--- src/rtl/cop0_ext.sv ---
// cop0_ext: system-control coprocessor (CP0) for the scalar core.
// Holds Status, Cause, EPC, BadVAddr and a read-only PRId, raises the
// exception request and serves mfc0/mtc0/eret with a stalled read.
// Optional Count/Compare timer is built when COP0_TIMER_EN is defined.
module cop0_ext #(
  parameter int          NUM_INT      = 6,
  parameter int          READ_LATENCY = 1,
  parameter logic [31:0] PRID         = 32'h0000_0001
) (
  input  logic               clk,
  input  logic               resetn,
  output logic               stalled,
  output logic               exception,
  input  logic [4:0]         read_addr,
  input  logic [4:0]         dest_addr,
  input  logic [31:0]        fromcpu,
  input  logic               fromcpu_en,
  output logic [31:0]        tocpu,
  input  logic               tocpu_en,
  input  logic [31:0]        epc_in,
  input  logic [NUM_INT-1:0] int_req,
  input  logic               exc_valid,
  input  logic [4:0]         exc_code_in,
  input  logic               eret,
  output logic [31:0]        status,
  input  logic [31:0]        badvaddr_in,
  input  logic               badvaddr_we
);

  localparam logic [1:0] RL = 2'(READ_LATENCY);

  logic [31:0]        status_q;
  logic [31:0]        epc_q;
  logic [31:0]        badvaddr_q;
  logic [1:0]         ip_sw_q;
  logic [NUM_INT-1:0] ip_hw_q;
  logic [4:0]         exc_code_q;
  logic [1:0]         rc;
  logic [31:0]        cause_val;
  logic [31:0]        read_val;
  logic [7:0]         pending;

  logic wr_badvaddr;
  logic wr_status;
  logic wr_cause;
  logic wr_epc;

  assign wr_badvaddr = fromcpu_en && (dest_addr == 5'd8);
  assign wr_status   = fromcpu_en && (dest_addr == 5'd12);
  assign wr_cause    = fromcpu_en && (dest_addr == 5'd13);
  assign wr_epc      = fromcpu_en && (dest_addr == 5'd14);

`ifdef COP0_TIMER_EN
  logic [31:0] count_q;
  logic [31:0] compare_q;
  logic        timer_flag_q;
  logic        wr_count;
  logic        wr_compare;

  assign wr_count   = fromcpu_en && (dest_addr == 5'd9);
  assign wr_compare = fromcpu_en && (dest_addr == 5'd11);

  // Free-running Count with mtc0 override, Compare register and sticky match flag
  always_ff @(posedge clk) begin
    if (!resetn) begin
      count_q      <= '0;
      compare_q    <= 32'hFFFF_FFFF;
      timer_flag_q <= 1'b0;
    end else begin
      count_q <= wr_count ? fromcpu : count_q + 32'd1;
      if (wr_compare) begin
        compare_q    <= fromcpu;
        timer_flag_q <= 1'b0;
      end else if (count_q == compare_q) begin
        timer_flag_q <= 1'b1;
      end
    end
  end
`endif

  // Assemble the architectural Cause word; the timer shares IP bit 7 with the top line
  always_comb begin
    cause_val                 = '0;
    cause_val[9:8]            = ip_sw_q;
    cause_val[NUM_INT+9:10]   = ip_hw_q;
    cause_val[6:2]            = exc_code_q;
`ifdef COP0_TIMER_EN
    cause_val[15]             = cause_val[15] | timer_flag_q;
`endif
  end

  assign pending   = cause_val[15:8] & status_q[15:8];
  assign exception = exc_valid | (status_q[0] & (|pending));
  assign status    = status_q;
  assign stalled   = tocpu_en && (rc != RL);

  // Status: full mtc0 write, else push KU/IE on exception, else pop on eret
  always_ff @(posedge clk) begin
    if (!resetn) begin
      status_q <= '0;
    end else if (wr_status) begin
      status_q <= fromcpu;
    end else if (exception) begin
      status_q[5:0] <= {status_q[3:0], 2'b00};
    end else if (eret) begin
      status_q[5:0] <= {status_q[5:4], status_q[5:2]};
    end
  end

  // Cause: hardware IP sampled every cycle, software IP by mtc0, ExcCode on exception
  always_ff @(posedge clk) begin
    if (!resetn) begin
      ip_sw_q    <= '0;
      ip_hw_q    <= '0;
      exc_code_q <= '0;
    end else begin
      ip_hw_q <= int_req;
      if (wr_cause) ip_sw_q <= fromcpu[9:8];
      if (exception) exc_code_q <= exc_valid ? exc_code_in : 5'd0;
    end
  end

  // EPC and BadVAddr: software write wins over the hardware capture
  always_ff @(posedge clk) begin
    if (!resetn) begin
      epc_q      <= '0;
      badvaddr_q <= '0;
    end else begin
      if (wr_epc) epc_q <= fromcpu;
      else if (exception) epc_q <= epc_in;
      if (wr_badvaddr) badvaddr_q <= fromcpu;
      else if (badvaddr_we) badvaddr_q <= badvaddr_in;
    end
  end

  // Read multiplexer; unmapped addresses fall back to Status
  always_comb begin
    read_val = status_q;
    case (read_addr)
      5'd8:  read_val = badvaddr_q;
`ifdef COP0_TIMER_EN
      5'd9:  read_val = count_q;
      5'd11: read_val = compare_q;
`endif
      5'd12: read_val = status_q;
      5'd13: read_val = cause_val;
      5'd14: read_val = epc_q;
      5'd15: read_val = PRID;
      default: read_val = status_q;
    endcase
  end

  // Registered mfc0 data, refreshed every cycle
  always_ff @(posedge clk) begin
    if (!resetn) tocpu <= '0;
    else         tocpu <= read_val;
  end

  // Read-latency counter: counts stall cycles, restarts after release or idle
  always_ff @(posedge clk) begin
    if (!resetn) begin
      rc <= '0;
    end else if (!tocpu_en || (rc == RL)) begin
      rc <= '0;
    end else begin
      rc <= rc + 2'd1;
    end
  end

endmodule

--- config.mk ---
export PLATFORM = sky130hd
export DESIGN_NAME = cop0_ext
export DESIGN_NICKNAME = d
export VERILOG_FILES = /design/src/rtl/cop0_ext.sv
export SDC_FILE = /design/constraint.sdc
export NUM_CORES = 1
export LEC_CHECK = 0
export ABC_AREA = 1
export BUFFER_PORTS_ARGS = -buffer_cell sky130_fd_sc_hd__buf_2
export CORE_MARGIN = 5
export CORE_UTILIZATION = 50
export DETAILED_ROUTE_END_ITERATION = 10
export PLACE_DENSITY = 0.82
export SYNTH_ARGS = -nofsm -noshare
export SYNTH_HDL_FRONTEND = slang
export SYNTH_SLANG_ARGS = --single-unit
--- constraint.sdc ---
create_clock -name clk -period 3.6 [get_ports clk]
set_clock_uncertainty 0.15 [all_clocks]
set_input_delay 0.18 -clock clk [delete_from_list [all_inputs] [get_ports clk]]
set_output_delay 0.18 -clock clk [all_outputs]
set_load 0.02 [all_outputs]
# Yosys cells after proc, flatten, opt, wreduce, memory -nomap -nowiden
# Cells that the tools add are included.
op_classes:
  add_sub_neg: 1
  n_eq_ne: 10
  n_mux: 9
  n_bitwise: 4
  reduce_logical: 13
op_table:
  columns: ["cell", "n"]
  rows:
  - ["$mux W32", 4]
  - ["$pmux W32 S4", 1]
  - ["$eq A5 B4 Y1 const B", 8]
  - ["$mux W6", 2]
  - ["$and A8 B8 Y8", 1]
  - ["$reduce_or A8 Y1", 1]
  - ["$reduce_bool A2 Y1", 3]
  - ["$logic_and A1 B1 Y1", 5]
  - ["$mux W5", 1]
  - ["$mux W4", 1]
  - ["$reduce_bool A3 Y1", 1]
  - ["$add A2 B1 Y2 const B", 1]
  - ["$eq A2 B1 Y1 const B", 1]
  - ["$ne A2 B1 Y1 const B", 1]
  - ["$reduce_or A2 Y1", 1]
  - ["$and A1 B1 Y1", 1]
  - ["$logic_not A1 Y1", 1]
  - ["$logic_or A1 B1 Y1", 1]
  - ["$not A1 Y1", 1]
  - ["$or A1 B1 Y1", 1]
totals:
  ff_bits: 143
  out_inout_bits: 66
  elab_cells: 47

# Logic depth before layout (Yosys ltp)
# Gate-level depths: netlist (run 1).
depth:
  depth_word: 6
  depth_mapped: 12
  depth_no_buf: 10

# Least setup slack after synthesis (run 1)
# No wires, ideal clock.
synth_timing:
  path_kind: "register to register"
  start: "reg status_q[8] (netlist: status[8])"
  end: "reg epc_q[10]"
  setup_time_ns: 0.113
  arrival_time_ns: 1.531
  required_time_ns: 3.337
  path_slack_ns: 1.806
  path_stages_with_launch: 12
  path_buffers: 2
  path_cell_list: "dfxtp_1 -> nand2_1 -> nand2_1 -> nor2_1 -> nand2_1 -> nand2_4 -> nand2_4 -> or2_1 -> buf_6 -> buf_2 -> nor2_1 -> nor2_1"
synth_via:
  elab_chain_len: 5
synth_rtl:
  columns: ["item", "line", "source"]
  rows:
  - ["start: declaration", "32", "logic [31:0] status_q;"]
  - ["start signal: assignment", "102", "status_q <= fromcpu;"]
  - ["$and A8 B8 Y8", "92", "assign pending = cause_val[15:8] & status_q[15:8];"]
  - ["$reduce_or A8 Y1", "93", "assign exception = exc_valid | (status_q[0] & (|pending));"]
  - ["$and A1 B1 Y1", "93", null]
  - ["$or A1 B1 Y1", "93", null]
  - ["net exception", "13", "output logic exception,"]
  - ["$reduce_bool A2 Y1 (no source line)", null, null]
  - ["end signal: assignment", "129", "if (wr_epc) epc_q <= fromcpu;"]
  - ["end signal: assignment", "130", "else if (exception) epc_q <= epc_in;"]
  - ["end: declaration", "33", "logic [31:0] epc_q;"]
# The timed path passes the listed nets, and every way through them passes these cells.
# A chain may end at the register's enable or synchronous reset.

# Worst setup path in the final report (run 1)
layout_timing:
  start: "in dest_addr[1]"
  end: "reg badvaddr_q[26]"
layout_via:
  elab_chain_len: 3
  word_cells_on_any_way: 4
layout_rtl:
  columns: ["item", "line", "source"]
  rows:
  - ["start: declaration", "15", "input logic [4:0] dest_addr,"]
  - ["$eq A5 B4 Y1 (*)", "48", "assign wr_badvaddr = fromcpu_en && (dest_addr == 5'd8);"]
  - ["$logic_and A1 B1 Y1 (*)", "48", null]
  - ["$mux W32 / $reduce_bool A2 Y1 (equally long branches)", null, null]
  - ["end signal: assignment", "131", "if (wr_badvaddr) badvaddr_q <= fromcpu;"]
  - ["end signal: assignment", "132", "else if (badvaddr_we) badvaddr_q <= badvaddr_in;"]
  - ["end: declaration", "34", "logic [31:0] badvaddr_q;"]
# Mark *: on every way between the ends. The rest lies on a longest branch, timed or not.

==> results.json, run 1 <==
{
  "critPathMaxStageDelay_ns": 0.58,
  "ir_worst_vdd_v": 0.000309,
  "max_freq_mhz": 405,
  "gr-total-overflow": 0,
  "cts_tree": "built",
  "dieHeight_um": 123,
  "relSlewSlack": 0.246,
  "synthCells": 932,
  "grt_max_degree": 102,
  "worstPathCellList": "dlygate4sd3_1, buf_2, nor2_1, inv_1, nor3_4, buf_4, o21ai_1, a21oi_1, dlygate4sd3_1",
  "initial_utilization": 0.506,
  "outcome": "complete, no violations",
  "slew_viol_final": 0,
  "worstSetupEndpointType": "register",
  "fin_crit_ns": 2.47,
  "postCtsSetupBuffers": 0,
  "synth_top_cell_by_area": "dfxtp_1",
  "rows": 41,
  "grt_pass1_wl_um": 30900,
  "ys_seq_elements": 143,
  "cts_hold_buf": 59,
  "cp_slowest_cell": "dlygate4sd3_1",
  "multi_input_area_um2": 2670,
  "cts.repair.resized": 0,
  "finalPower_w": 0.00376,
  "postSynth.asyncResetShare": 0,
  "p_per_area_nw_per_um2": 445,
  "ys_types": 22,
  "track_usage": 0.261,
  "dr.pass1.iters": 6,
  "cts_buffer_depth": 2,
  "final-seq-area_um2": 2860,
  "design.core.area_um2": 12500,
  "cp.arrival_ns": 2.67,
  "synthSimpleGateAreaFrac": 0.194,
  "yosysTopAreaCellShare": 0.452,
  "htreeDepth": 4,
  "antenna_cells": 0,
  "drc": 0,
  "nets": 1274,
  "numCtsBuffers": 17,
  "worstSetupStartpointType": "input port",
  "antenna_found_initial": 1,
  "crit_top_cell": "dlygate4sd3_1",
  "syn-cell-area_um2": 6330,
  "vias": 6885,
  "clockRootBuffer": "clkbuf_16",
  "grt_pass1_vias": 6558,
  "routed_wirelength_um": 19400,
  "rsz0062_at_grt": "no",
  "drive_gt1_frac": 0.200,
  "seq_area_frac_synth": 0.452,
  "n_fill_cell": 1073,
  "synth_warnings": 0,
  "die_width_um": 123,
  "clkTransAtPathRegs_ns": 0.06,
  "avgSynthCellArea_um2": 6.79,
  "finalCritPeriodShare": 0.685,
  "path_max_fanout": 64,
  "final.setup.tns_ns": 0,
  "worstHoldPathType": "in -> reg",
  "synth.mux.area_fraction": 0,
  "p_leak_nw": 4.20,
  "cp_data_required_time_ns": 3.80,
  "ioPinCount": 190,
  "synth_xor_area_frac": 0,
  "crit_type": "in -> reg",
  "layout.cells.non_filler": 1333,
  "cts_sinks": 143,
  "synth_edf_count": 0,
  "clkLatencyLatePin_ns": 0.41,
  "setup_viol": 0,
  "syn_nets": 1057,
  "synthAdderAreaFrac": 0.00198,
  "gp_congestion": 0.879,
  "drv_cap": 0,
  "dp.cells": 1243,
  "fp.dieArea_um2": 15000,
  "post-dp-hpwl_um": 11800,
  "dr.first_iter.drc_count": 722,
  "syn_to_final_growth_pct": 33.5,
  "netlist_top_cells_area": "dfxtp_1, a21oi_1, inv_1",
  "portBuffers": 189,
  "synth_common_cells": "inv_1, nand2_1, dfxtp_1, a21oi_1, nor2_1",
  "hold_viol_final": 0,
  "hold_slack_ns": 0.0183,
  "routedWlPerCell_um": 14.6,
  "ys.flop_type": "dfxtp_1",
  "via_per_inst": 5.17,
  "worst_pin_slew_ns": 1.13,
  "drtAntennaViolNets": 0,
  "synth_compound_area_frac": 0.221,
  "synth_top_family_by_area": "compound AO/OA/AOI/OAI gates"
}
flip-flops by register name, summed over array words and instances (netlist names):
signal      cells
ip_sw_q         2
rc              2
epc_q          32
exc_code_q      5
badvaddr_q     32
tocpu          32
ip_hw_q         6
status         32
final timing paths:
check	from	endpoint	slack [ns]	cells after the start
worst max-delay path	dest_addr[1]	badvaddr_q[26]$_SDFFE_PN0P_	1.13	9
worst min-delay path	badvaddr_in[10]	badvaddr_q[10]$_SDFFE_PN0P_	0.02	5
worst max register to register	status[9]$_SDFFE_PN0P_	epc_q[17]$_SDFFE_PN0P_	1.19	10
worst min register to register	rc[0]$_SDFF_PP0_	rc[0]$_SDFF_PP0_	0.28	1
metrics by stage:
step,worst slack [ns],cell area (um^2),util
2_1_floorplan,1.81,6330,-
3_3_place_gp,1.30,7310,0.584
3_5_place_dp,1.23,7310,0.584
4_1_cts,1.19,8450,0.675
5_1_grt,0.880,8450,0.675
6_report,1.13,8450,0.675
kinds of logic (layout without fill, tap and decap cells):
logic type      count (synthesis)  count (layout)
fa+ha+maj                       1               1
simple gates                  310             310
compound gates                271             271
flops                         143             143
buf+inv                       207             436
power by group:
part,total (W),switching [W],internal [W]
Sequential,0.00168,0.0000321,0.00165
Clock,0.00164,0.000626,0.00101
Combinational,0.000435,0.000248,0.000187
Total,0.00376,0.000906,0.00285
critical path: cells and delay by family:
kind / cells / cell delay [ns]
AND/OR/NAND/NOR: 2 / 0.25
AO/OA/AOI/OAI: 2 / 0.29
buffers and inverters: 5 / 1.93
cell usage in the layout (no fill, tap or decap), drive strengths merged:
master / Yosys / layout
nand4: 8 / 8
a31oi: 2 / 2
o21ai: 95 / 95
nand2: 150 / 150
clkbuf: 40 / 24
dfxtp: 143 / 143
ha: 1 / 1
dlygate4sd3: 0 / 59
o221ai: 1 / 1
nor2: 134 / 134
buf: 18 / 197
or2: 1 / 1
inv: 148 / 148
a21oi: 142 / 142
clkinv: 1 / 7
nor3: 2 / 2
o22ai: 31 / 31
nand3: 15 / 15
bufinv: 0 / 1
layout make-up:
class	count	area share
Clock buffer	24	0.0582
Clock inverter	7	0.00711
Inverter	149	0.0662
Multi-Input combinational cell	582	0.315
Sequential cell	143	0.339
Tap cell	172	0.0255
Timing Repair Buffer	256	0.189
layer usage:
layer	routed length (um)	part of all wire	global-route usage	vias to the layer above
met3	1680	0.087	0.0654	47
met4	519	0.027	0.132	2
met1	7890	0.41	0.314	3092
li1	-	-	-	3389
met5	16	0.00082	0	-
met2	9290	0.48	0.432	355
Power figures use the tool's default switching activity.
==> run 2, diff against run 1 <==
==> config.mk (replaced) <==
export PLATFORM = sky130hd
export DESIGN_NAME = cop0_ext
export DESIGN_NICKNAME = d
export VERILOG_FILES = /design/src/rtl/cop0_ext.sv
export SDC_FILE = /design/constraint.sdc
export NUM_CORES = 1
export LEC_CHECK = 0
export ABC_AREA = 0
export BUFFER_PORTS_ARGS = -buffer_cell sky130_fd_sc_hd__buf_2
export CORE_MARGIN = 5
export CORE_UTILIZATION = 47
export DETAILED_ROUTE_END_ITERATION = 10
export PLACE_DENSITY = 0.81
export SYNTH_ARGS = -nofsm -noshare
export SYNTH_HDL_FRONTEND = slang
export SYNTH_SLANG_ARGS = --single-unit
==> constraint.sdc (replaced) <==
create_clock -name clk -period 2.1 [get_ports clk]
set_clock_uncertainty 0.15 [all_clocks]
set_input_delay 0.105 -clock clk [delete_from_list [all_inputs] [get_ports clk]]
set_output_delay 0.105 -clock clk [all_outputs]
set_load 0.02 [all_outputs]
==> run 2 against run 1 <==
  * Non-clock buffer count rose by 76
  * Clock power rose by 100%
  * Largest power group is now the clock network
  * Synthesized cell count fell by 27%
  * Global-route usage rose by 2.3 points
  * Area after synthesis fell by 1.1%
==> results.json, run 2 <==
{
  "clockRootBuffer": "clkbuf_16",
  "avgSynthCellArea_um2": 9.22,
  "fin_util": 0.710,
  "cp.arrival_ns": 1.83,
  "multi_input_area_um2": 3150,
  "die_width_um": 125,
  "p_int_w": 0.00540,
  "ioPinCount": 190,
  "ys_types": 41,
  "layout.cells.non_filler": 1153,
  "max_freq_mhz": 480,
  "post-dp-hpwl_um": 12900,
  "cts_tree": "built",
  "rsz0062_at_grt": "yes",
  "slew_viol_final": 0,
  "pwr-share-clk": 0.471,
  "n_fill_cell": 949,
  "worstHoldPathType": "in -> reg",
  "synthCells": 679,
  "worstSetupStartpointType": "register",
  "synth.most_common_cell": "dfxtp_1",
  "setup_ws_ns": 0.0149,
  "routedWlPerCell_um": 19.5,
  "synth_edf_count": 0,
  "dp.cells": 1001,
  "dieHeight_um": 125,
  "p_leak_nw": 4.27,
  "fin_crit_ns": 2.09,
  "portBuffers": 189,
  "ys.flop_type": "dfxtp_1",
  "synth_common_cells": "dfxtp_1, nand2_1, o21ai_0, clkbuf_1, mux2i_1",
  "seq_area_frac_synth": 0.457,
  "dr.pass1.iters": 7,
  "switching_power_w": 0.00158,
  "grt_pass1_wl_um": 35900,
  "fp.dieArea_um2": 15700,
  "track_usage": 0.284,
  "cts_sinks": 143,
  "drtAntennaViolNets": 0,
  "final.setup.tns_ns": 0,
  "gr-total-overflow": 0,
  "numCtsBuffers": 17,
  "final_common_cell": "buf_2",
  "postSynth.asyncResetShare": 0,
  "netlist_top_cells_area": "dfxtp_1, nand2_1, mux2i_1",
  "design.core.area_um2": 13100,
  "syn_to_final_growth_pct": 48.9,
  "outcome": "complete, no violations",
  "combPwrFrac": 0.114,
  "drc": 0,
  "grt_pass1_vias": 6869,
  "routed_wirelength_um": 22500,
  "drv_cap": 0,
  "cp_data_required_time_ns": 1.85,
  "gp_congestion": 0.834,
  "synth_top_cell_by_area": "dfxtp_1",
  "worst_pin_slew_ns": 0.695,
  "final_cell_mix": "buf_2, dfxtp_1, dlygate4sd3_1",
  "via_per_inst": 5.81,
  "syn_nets": 804,
  "yosysTopAreaCellShare": 0.457,
  "relSlewSlack": 0.535,
  "seqPwrFrac": 0.415,
  "nets": 1087,
  "rows": 42,
  "worstSetupEndpointType": "output port",
  "path_max_fanout": 4,
  "clkTransAtPathRegs_ns": 0.06,
  "synth_warnings": 0,
  "clkLatencyLatePin_ns": 0.43,
  "antenna_found_initial": 1,
  "setup_viol": 0,
  "sw_frac_of_total": 0.226,
  "p_per_area_nw_per_um2": 749,
  "final-seq-area_um2": 2870,
  "finalCritPeriodShare": 0.993,
  "place_ws_ns": 0.118,
  "hold_viol_final": 0,
  "cts_buffer_depth": 2,
  "crit_type": "reg -> out",
  "drive_gt1_frac": 0.271,
  "ir_worst_vdd_v": 0.000521,
  "grt_max_degree": 65,
  "htreeDepth": 4,
  "vias": 6698,
  "dr.first_iter.drc_count": 859,
  "initial_utilization": 0.477,
  "syn-cell-area_um2": 6260,
  "ys_seq_elements": 143
}
run 2: timing repair:
item	4_1_cts	5_1_grt
endpoints found under the hold margin	115	0
setup endpoints to repair	1	9
buffers inserted	4	1
gates cloned	1	0
pin swaps	2	3
resized for setup	4	6
hold buffers	112	0
run 2: final timing paths:
kind                                              from  cells after the start  slack [ns]                 endpoint
worst max-delay path            status[9]$_SDFFE_PN0P_                      5        0.01                exception
worst min-delay path                      dest_addr[1]                      4        0.06  ip_sw_q[0]$_SDFFE_PN0P_
worst max register to register  status[9]$_SDFFE_PN0P_                      7        0.07   epc_q[24]$_SDFFE_PN0P_
worst min register to register        rc[0]$_SDFF_PP0_                      1        0.27         rc[0]$_SDFF_PP0_
run 2: worst max-delay path: stages, from the launching register on:
cell	delay (ns)
dfxtp_4	0.35
a22o_4	0.26
o41ai_4	0.44
buf_12	0.17
nand2b_4	0.06
buf_6	0.13
run 2: final cells by class:
type,count,share of cell area
tap,176,0.0236
timing repair buffer,332,0.260
sequential,143,0.308
clock buffer,23,0.0491
multi-input combinational,466,0.338
antenna,2,0.000537
inverter,2,0.000805
clock inverter,9,0.0196
run 2: metal layers:
layer  part of all wire  GRT usage  vias up
li1                   -          -     3071
met1               0.38      0.330     3159
met2               0.49      0.484      404
met3              0.093     0.0819       64
met4              0.032      0.131        0
met5                  0          0        -
run 2: through the flow:
stage	total power (W)	area (um^2)	hold slack [ns]
2_1_floorplan	0.00327	6260	0.0823
3_3_place_gp	0.00353	7450	0.180
3_5_place_dp	0.00354	7450	0.165
4_1_cts	0.00697	9280	0.0181
5_1_grt	0.00720	9320	0.0864
6_report	0.00698	9320	0.0569
run 2: power groups by stage:
stage,Clock (W),Sequential (W),Combinational [W]
2_1_floorplan,0,0.00295,0.000320
3_3_place_gp,0,0.00295,0.000586
4_1_cts,0.00332,0.00289,0.000765
3_5_place_dp,0,0.00295,0.000594
5_1_grt,0.00344,0.00290,0.000861
6_report,0.00329,0.00289,0.000799
run 2: cell families after synthesis:
group                      share of synthesized area
AOI/OAI and AO/OA                              0.256
and+or+nand+nor                                0.174
DFF                                            0.457
buffers and inverters                         0.0458
muxes                                         0.0647
adders and majority gates                    0.00200
==> run 3, diff against run 2 <==
--- a/config.mk
+++ b/config.mk
@@ -10,7 +10,7 @@
 export CORE_MARGIN = 5
 export CORE_UTILIZATION = 47
 export DETAILED_ROUTE_END_ITERATION = 10
-export PLACE_DENSITY = 0.81
+export PLACE_DENSITY = 0.87
 export SYNTH_ARGS = -nofsm -noshare
 export SYNTH_HDL_FRONTEND = slang
 export SYNTH_SLANG_ARGS = --single-unit
==> run 3 against run 2 <==
  * Critical path depth did not move
  * Critical path type unchanged
  * Routed wire length up 1.2%
  * Largest power group unchanged
  * Power is 1.0% higher
  * Via count rose by 2.0%
  * Largest cell class unchanged
  * Critical endpoint unchanged
  * Utilization shrank 0.50 points
  * Combinational power barely moved
  * Die area did not move
==> results.json, run 3 (synthesized netlist as in run 2, its figures left out) <==
{
  "outcome": "complete, no violations",
  "rsz0062_at_grt": "yes",
  "rrSetupSlack_ns": 0.09,
  "ir_worst_vdd_v": 0.000773,
  "final_cell_mix": "buf_2, dfxtp_1, dlygate4sd3_1",
  "track_usage": 0.284,
  "final_common_cell": "buf_2",
  "r2r_end": "status[5]$_SDFFE_PN0P_",
  "syn_to_final_growth_pct": 47.8,
  "rows": 42,
  "clkLatencyLatePin_ns": 0.42,
  "fin_crit_ns": 2.06,
  "drtAntennaViolNets": 0,
  "dpl-instance-area_um2": 7420,
  "drive_gt1_frac": 0.270,
  "cp.arrival_ns": 1.81,
  "portBuffers": 189,
  "grt_pass1_wl_um": 35900,
  "nets": 1085,
  "path_max_fanout": 3,
  "initial_utilization": 0.477,
  "dr.first_iter.drc_count": 828,
  "routedWlPerCell_um": 19.8,
  "cts_tree": "built",
  "worstSetupStartpointType": "register",
  "dieHeight_um": 125,
  "fp.dieArea_um2": 15700,
  "hold_viol_final": 0,
  "cts_buffer_depth": 2,
  "finalPower_w": 0.00705,
  "r2r-start": "ip_sw_q[0]$_SDFFE_PN0P_",
  "n_fill_cell": 914,
  "crit_path_end": "exception",
  "p_per_area_nw_per_um2": 762,
  "cts_sinks": 143,
  "clkTransAtPathRegs_ns": 0.06,
  "hold_depth": 4,
  "gp_congestion": 0.823,
  "finalCritPeriodShare": 0.982,
  "vias": 6830,
  "setup_viol": 0,
  "design.core.area_um2": 13100,
  "relSlewSlack": 0.552,
  "worstHoldPathType": "in -> reg",
  "dr.pass1.iters": 8,
  "die_width_um": 125,
  "final_area_um2": 9260,
  "antenna_cells": 0,
  "startpoint": "ip_sw_q[0]$_SDFFE_PN0P_",
  "max_freq_mhz": 485,
  "drc": 0,
  "ioPinCount": 190,
  "cp_data_required_time_ns": 1.85,
  "via_per_inst": 5.94,
  "numCtsBuffers": 17,
  "grt_max_degree": 65,
  "htreeDepth": 4,
  "worstSetupEndpointType": "output port",
  "gr-total-overflow": 0,
  "slew_viol_final": 0,
  "post-dp-hpwl_um": 12900,
  "drv_cap": 0,
  "p_leak_nw": 4.24,
  "grt_pass1_vias": 6954,
  "worst_pin_slew_ns": 0.670,
  "final.setup.tns_ns": 0,
  "r2r_cells": 6,
  "antenna_found_initial": 0,
  "crit_type": "reg -> out",
  "routed_wirelength_um": 22800,
  "clockRootBuffer": "clkbuf_16"
}
## run 3: cell types whose count changed in the layout (fill, tap and decap cells not counted), moves of 2 or more
cell and delta:
a22o_1 +2, clkinv_4 -2, clkbuf_8 +2, diode_2 -2, clkbuf_1 -3, a22o_4 -2, clkinv_2 +3, buf_12 -2
## run 3: per-layer routing
metal / wire, um / vias up / global-route usage / share of wire
li1: - / 3062 / - / -
met1: 8410 / 3183 / 0.328 / 0.37
met2: 11300 / 503 / 0.495 / 0.50
met3: 2300 / 82 / 0.0738 / 0.10
met4: 793 / 0 / 0.124 / 0.035
met5: 0 / - / 0 / 0
## run 3: final cells by class
type                    count  area [um^2]  share of cell area
multi-input cells         466         3140               0.339
flip-flops and latches    143         2870               0.310
repair buffers            330         2360               0.255
clock buffers              22          474              0.0512
well taps                 176          220              0.0238
clock inverters            10          181              0.0196
inverters                   2         7.51            0.000811
## run 3: worst min path at each step
stage / from / endpoint / slack [ns]
global placement: int_req[4] / ip_hw_q[4]$_SDFF_PN0_ / 0.17
finish: read_addr[4] / tocpu[0]$_SDFF_PN0_ / 0.01
global route: dest_addr[1] / status[3]$_SDFFE_PN0P_ / 0.04
detailed placement: int_req[5] / ip_hw_q[5]$_SDFF_PN0_ / 0.17
CTS: read_addr[4] / tocpu[0]$_SDFF_PN0_ / 0.005
floorplan: int_req[0] / ip_hw_q[0]$_SDFF_PN0_ / 0.08
## run 3: where the power goes
part           internal [W]  switching, W  total (W)
registers           0.00282     0.0000713    0.00290
logic              0.000433      0.000365   0.000798
clock network       0.00220       0.00116    0.00336
total               0.00546       0.00159    0.00705
## run 3: metrics by stage
stage / utilization / hold slack, ns / instances / setup slack (ns)
6_report: 0.704 / 0.0127 / 1149 / 0.0372
4_1_cts: 0.702 / 0.00471 / 1147 / 0.00417
3_3_place_gp: 0.565 / 0.173 / 1001 / 0.172
3_5_place_dp: 0.565 / 0.170 / 1001 / 0.154
2_1_floorplan: - / 0.0823 / 679 / 0.0197
5_1_grt: 0.704 / 0.0398 / 1149 / -0.00810
## run 3: repair_timing
item | CTS | global route
setup buffers | 1 | 2
pin swaps | 2 | 2
setup endpoints to repair | 1 | 5
cloned | 0 | 0
endpoints found under the hold margin | 118 | 0
hold buffers | 113 | 0
resized for setup | 4 | 4
## run 3: critical path, stage by stage, from the launching register on
cell      delay [ns]
dfxtp_2         0.33
a22o_1          0.27
o41ai_4         0.45
buf_12          0.16
nand2b_4        0.05
buf_6           0.13
